`config.mk`:
```
export PLATFORM = sky130hd
export DESIGN_NAME = ram_arbiter
export DESIGN_NICKNAME = d
export VERILOG_FILES = /design/src/rtl/ram_arbiter.sv
export SDC_FILE = /design/constraint.sdc
export NUM_CORES = 1
export LEC_CHECK = 0
export CAP_MARGIN = 20
export CORE_ASPECT_RATIO = 1.4
export CORE_UTILIZATION = 35
export DETAILED_ROUTE_END_ITERATION = 10
export GPL_TIMING_DRIVEN = 0
export PLACE_DENSITY = 0.58
export SYNTH_ARGS = -nofsm -noshare
export SYNTH_HDL_FRONTEND = slang
export SYNTH_SLANG_ARGS = --single-unit
```
`constraint.sdc`:
```
create_clock -name clk -period 2.8 [get_ports clk]
set_clock_uncertainty 0.05 [all_clocks]
set_input_delay 0.56 -clock clk [delete_from_list [all_inputs] [get_ports clk]]
set_output_delay 0.56 -clock clk [all_outputs]
set_load 0.005 [all_outputs]
```
`src/rtl/ram_arbiter.sv`:
```
// ram_arbiter: two-requester round-robin arbiter in front of a single-port RAM with busy handshake and timeout abort
module ram_arbiter #(
    parameter int BUS_WIDTH  = 8,
    parameter int DATA_WIDTH = 8,
    parameter int TIMEOUT    = 16
) (
    input  logic                  clk,
    input  logic                  rst,
    input  logic                  req0,
    input  logic                  req1,
    input  logic                  we0,
    input  logic                  we1,
    input  logic [BUS_WIDTH-1:0]  addr0,
    input  logic [BUS_WIDTH-1:0]  addr1,
    input  logic [DATA_WIDTH-1:0] wdata0,
    input  logic [DATA_WIDTH-1:0] wdata1,
    output logic                  ack0,
    output logic                  ack1,
    output logic [DATA_WIDTH-1:0] rdata0,
    output logic [DATA_WIDTH-1:0] rdata1,
    output logic                  err,
    output logic                  gnt_id,
    output logic                  ram_rd_en,
    output logic                  ram_wr_en,
    output logic [BUS_WIDTH-1:0]  ram_addr_rd,
    output logic [BUS_WIDTH-1:0]  ram_addr_wr,
    output logic [DATA_WIDTH-1:0] ram_dwrite,
    input  logic [DATA_WIDTH-1:0] ram_dout,
    input  logic                  ram_busy
);
    localparam int CW = $clog2(TIMEOUT + 1);
    localparam logic [CW-1:0] ONE  = CW'(1);
    localparam logic [CW-1:0] TMAX = CW'(TIMEOUT);

    typedef enum logic [1:0] {IDLE, ISSUE, WAIT, DONE} state_t;

    state_t                state;
    logic                  last;
    logic                  we_q;
    logic                  err_q;
    logic [BUS_WIDTH-1:0]  addr_q;
    logic [DATA_WIDTH-1:0] wdata_q;
    logic [DATA_WIDTH-1:0] data_q;
    logic [CW-1:0]         cnt;
    logic                  sel;

    // contention goes to whoever was not served last, otherwise to the lone requester
    assign sel = (req0 && req1) ? ~last : req1;

    // transaction FSM; every output is a register written here
    always_ff @(posedge clk) begin
        if (rst) begin
            state       <= IDLE;
            last        <= 1'b1;
            we_q        <= 1'b0;
            err_q       <= 1'b0;
            addr_q      <= '0;
            wdata_q     <= '0;
            data_q      <= '0;
            cnt         <= '0;
            gnt_id      <= 1'b0;
            ack0        <= 1'b0;
            ack1        <= 1'b0;
            err         <= 1'b0;
            rdata0      <= '0;
            rdata1      <= '0;
            ram_rd_en   <= 1'b0;
            ram_wr_en   <= 1'b0;
            ram_addr_rd <= '0;
            ram_addr_wr <= '0;
            ram_dwrite  <= '0;
        end else begin
            ack0      <= 1'b0;
            ack1      <= 1'b0;
            err       <= 1'b0;
            rdata0    <= '0;
            rdata1    <= '0;
            ram_rd_en <= 1'b0;
            ram_wr_en <= 1'b0;
            case (state)
                IDLE: begin
                    if (req0 || req1) begin
                        gnt_id  <= sel;
                        we_q    <= sel ? we1 : we0;
                        addr_q  <= sel ? addr1 : addr0;
                        wdata_q <= sel ? wdata1 : wdata0;
                        state   <= ISSUE;
                    end
                end
                ISSUE: begin
                    ram_rd_en <= ~we_q;
                    ram_wr_en <= we_q;
                    if (we_q) begin
                        ram_addr_wr <= addr_q;
                        ram_dwrite  <= wdata_q;
                    end else begin
                        ram_addr_rd <= addr_q;
                    end
                    cnt   <= '0;
                    state <= WAIT;
                end
                WAIT: begin
                    if (!ram_busy) begin
                        data_q <= we_q ? '0 : ram_dout;
                        err_q  <= 1'b0;
                        state  <= DONE;
                    end else begin
                        cnt <= cnt + ONE;
                        if (cnt == TMAX - ONE) begin
                            data_q <= '0;
                            err_q  <= 1'b1;
                            state  <= DONE;
                        end
                    end
                end
                DONE: begin
                    ack0   <= ~gnt_id;
                    ack1   <= gnt_id;
                    rdata0 <= gnt_id ? '0 : data_q;
                    rdata1 <= gnt_id ? data_q : '0;
                    err    <= err_q;
                    last   <= gnt_id;
                    state  <= IDLE;
                end
                default: state <= IDLE;
            endcase
        end
    end
endmodule

```
== Word level (Yosys, flattened, before mapping) ==
Cells that the tools add are included.
Storage, ports and cells
  register bits after elaboration: 80
  bits in latches: 0
  RAM bits: 0
  memory bits (read-only): 0
  bits of input ports: 47
  output and inout port bits: 46
  word-level logic and storage cells: 62
  memories kept: 0
Cells by class
  add/subtract/negate cells: 1
  $mul: 0
  divide/modulo/power cells: 0
  order comparisons: 0
  equality and inequality tests: 8
  shift operators: 0
  muxes and demuxes: 15
  bitwise gates (word level): 5
  reduce and logical (&&, ||, !) cells: 14
Operator list (count)
  $mux 8: 5
  $reduce_and 2->1: 6
  $pmux 5 s2: 1
  $pmux 2 s4: 1
  $mux 2: 3
  $reduce_or 3->1: 2
  $add 5x1->5 const B: 1
  $eq 5x4->1 const B: 1
  $mux 5: 1
  $not 1->1: 5
  $eq 2x2->1 const B: 2
  $mux 1: 4
  $ne 2x2->1 const B: 2
  $reduce_or 2->1: 2
  $ne 3x3->1 const B: 1
  $eq 2x1->1 const B: 1
  $logic_not 2->1: 1
  $ne 2x1->1 const B: 1
  $reduce_bool 2->1: 1
  $logic_and 1x1->1: 1
  $logic_or 1x1->1: 1

== Longest topological paths before layout ==
  depth after elaboration: 4
  gate-level depth with buffers: 7
  mapped depth without buffers: 6

== Least setup slack after synthesis ==
Ideal clock, no wire load.
  kind: register -> register
  from: reg cnt[0]
  to: reg data_q[5]
  library setup time: 132 ps
  arrival: 1471 ps
  required time: 2618 ps
  path slack: 1147 ps
  cell stages (with the launch flop): 8
  path buffers: 1
  clock period less this slack: 1653 ps
  cell sequence: dfxtp_1 ha_1 and3_1 ha_1 nor2b_2 clkbuf_1 nand4b_1 a21oi_1
On the way
  word-level cells in the longest chain between the ends: 3
Ends and longest elaborated chain
  start, declared: RTL line 44  | logic [CW-1:0] cnt;
  start signal, assigned: RTL line 108  | cnt <= cnt + ONE;
  $eq 5x4->1: RTL line 109  | if (cnt == TMAX - ONE) begin
  $ne 2x1->1 (no line)
  $reduce_and 2->1 (no line)
  end signal, assigned: RTL line 104  | data_q <= we_q ? '0 : ram_dout;
  end, declared: RTL line 43  | logic [DATA_WIDTH-1:0] data_q;
Every way passes these cells.
A chain may end at the register's enable or synchronous reset.

== Final worst setup path ==
  from: reg cnt[0]
  to: reg data_q[6]
The elaborated chain is that of the path after synthesis.

==> results.yml <==
yosys:
  syn_area_um2: 3130
  synth_cell_types: 44
  ys_seq_area_frac: 0.512
  async_reset_ff_frac: 0
  yosys_register_bits: 80
  synth-edff-count: 0
  ys_dominant_reg_cell: "dfxtp_1"
  syn_nets: 397
  synthCells: 343
  yosys_warnings: 0
  syn_avg_cell_area_um2: 9.13
finish:
  layout.nets: 499
  area_growth_pct: 44.2
  layout_common_cells: "91 x clkdlybuf4s50_1, 80 x dfxtp_1, 69 x nand2_1, 43 x a21oi_1, 26 x nor2_1"
  fill_cells: 823
  drive_gt1_frac: 0.111
  design_area_um2: 4510
  antenna_cells: 0
  layout_commonest_cell: "clkdlybuf4s50_1"
clocking:
  cts.clk_slew.worst_paths_ns: 0.06
  clkSinkCount: 80
  h-tree-depth: 3
  cts_buffers: 9
  post_cts_buffers: 0
  cts_tree: "yes"
  cts_buffer_depth: 2
  ctsHoldBuffers: 0
  cts_root_buf: "clkbuf_16"
  clk_latency_ns: 0.33
  cts_resized: 0
sta:
  slew_headroom: 0.492
  fin_crit_ns: 1.96
  worstMarginPinSlew_ns: 0.762
  fin_ws_ns: 0.837
  max_clock_freq_mhz: 509
  hold_viol: 0
  min_period_over_period: 0.701
  grt_setup_unrepaired: "false"
  final-setup-viol-count: 0
  final.setup.tns_ns: 0
  slew_violations: 0
run:
  drv_cap: 0
hold_path:
  hp-class: "reg -> reg"
floorplanning:
  core_um2: 8610
  num_io_pins: 93
  row_count: 40
  die_width_um: 81.9
  die_height_um: 114
  die_area_um2: 9330
  start_util: 0.364
pwr:
  ir_worst_vdd_v: 0.000375
  power_mw: 3.70
  leakagePower_nw: 1.65
  p_per_area_nw_per_um2: 820
placed_design:
  placed_area_um2: 4170
  dp_hpwl_um: 5980
  numPortBuffers: 91
  place_ws_ns: 0.480
  place.gp.congestion: 0.831
setup_path:
  r2r-start: "cnt[0]"
  crit_end: "data_q[6]"
  r2r_cells: 7
  rrSetupSlack_ns: 0.84
  crit_type: "reg -> reg"
  critPathLaunchType: "register"
  crit_required_ns: 2.95
  cp_max_fo: 10
  rr_endpoint: "data_q[6]"
  endpoint_kind: "register"
  cp.arrival_ns: 2.11
  cp-startpoint: "cnt[0]"
grt:
  grt_pass1_vias: 2800
  antenna_found_initial: 0
  grt_usage: 0.187
  gr-total-overflow: 0
  grt_pass1_wl_um: 13100
  grt_max_degree: 13
route:
  drtPass1Iterations: 4
  viasPerCell: 4.87
  ant_nets: 0
  wl_per_cell_um: 14.3
  vias: 2698
  drtIter0Drc: 121
  routed_wl_um: 7930
  drc: 0
run_status:
  outcome: "finished, final reports clean"
[cell usage after synthesis, drive strengths merged, types with 2 or more instances]
cell	n	area, µm²
clkbuf	11	41.3
o21ai	11	58.8
inv	4	15.0
and2	17	106
mux2i	2	20.0
and3b	2	17.5
nor2	26	97.6
a21boi	2	26.3
nand4b	9	78.8
a21oi	52	294
buf	12	86.3
dfxtp	80	1600
nand2	69	259
ha	7	87.6
a211oi	17	178
nor2b	3	21.3
nand2b	3	18.8
[how the worst min path moves through the flow]
stage	from	endpoint	slack (ns)	cells after the start
2_1_floorplan	wdata_q[0]	ram_dwrite[0]	0.38	2
3_3_place_gp	wdata_q[6]	ram_dwrite[6]	0.39	2
3_5_place_dp	wdata_q[6]	ram_dwrite[6]	0.40	2
4_1_cts	wdata_q[6]	ram_dwrite[6]	0.41	2
5_1_grt	wdata_q[6]	ram_dwrite[6]	0.42	2
6_report	wdata_q[6]	ram_dwrite[6]	0.41	2
[report_power, final]
| part | switching [mW] | internal [mW] | total (mW) |
|---|---|---|---|
| Clock | 0.438 | 0.873 | 1.31 |
| Sequential | 0.118 | 1.30 | 1.41 |
| Combinational | 0.545 | 0.433 | 0.979 |
| Total | 1.10 | 2.60 | 3.70 |
[logic make-up after synthesis]
| family | share of synthesized area |
|---|---|
| multiplexers | 0.00640 |
| AO/OA/AOI/OAI | 0.199 |
| flip-flops | 0.512 |
| adder cells (fa/ha/maj) | 0.0280 |
| AND/OR/NAND/NOR | 0.209 |
| buffers and inverters | 0.0456 |
[metal layers]
metal | global-route usage | vias up | share of wire
met3 | 0.0416 | 9 | 0.057
li1 | - | 1368 | -
met2 | 0.321 | 94 | 0.51
met1 | 0.206 | 1227 | 0.42
met5 | 0 | - | 0
met4 | 0.106 | 0 | 0.017
[final cells by class]
type,instances,area (µm²),share of cell area
clock buffers,13,280,0.0621
well taps,105,131,0.0291
inverters,4,15.0,0.00333
multi-input cells,236,1390,0.307
clock inverters,2,60.1,0.0133
plain buffers,23,128,0.0283
repair buffers,91,911,0.202
flip-flops and latches,80,1600,0.355
[worst max-delay path, cell delays in order (launching register included)]
cell	delay [ns]
dfxtp_1	0.34
ha_1	0.23
and3_1	0.19
ha_1	0.22
nor2b_2	0.23
clkbuf_1	0.32
nand4b_1	0.16
a21oi_1	0.07
[metrics by stage]
stage | instances | hold WS [ns] | util
after global routing | 554 | 0.422 | 0.524
final | 554 | 0.405 | 0.524
after floorplan | 343 | 0.382 | -
after detailed placement | 539 | 0.397 | 0.485
after global placement | 539 | 0.389 | 0.485
after CTS | 554 | 0.407 | 0.524
[flip-flops by register name, indices dropped and copies added, names as in the netlist, 5 cells and up]
register,count
rdata1,8
wdata_q,8
rdata0,8
cnt,5
addr_q,8
ram_addr_wr,8
ram_dwrite,8
data_q,8
ram_addr_rd,8
No activity file was read; power rests on OpenSTA's default activity.
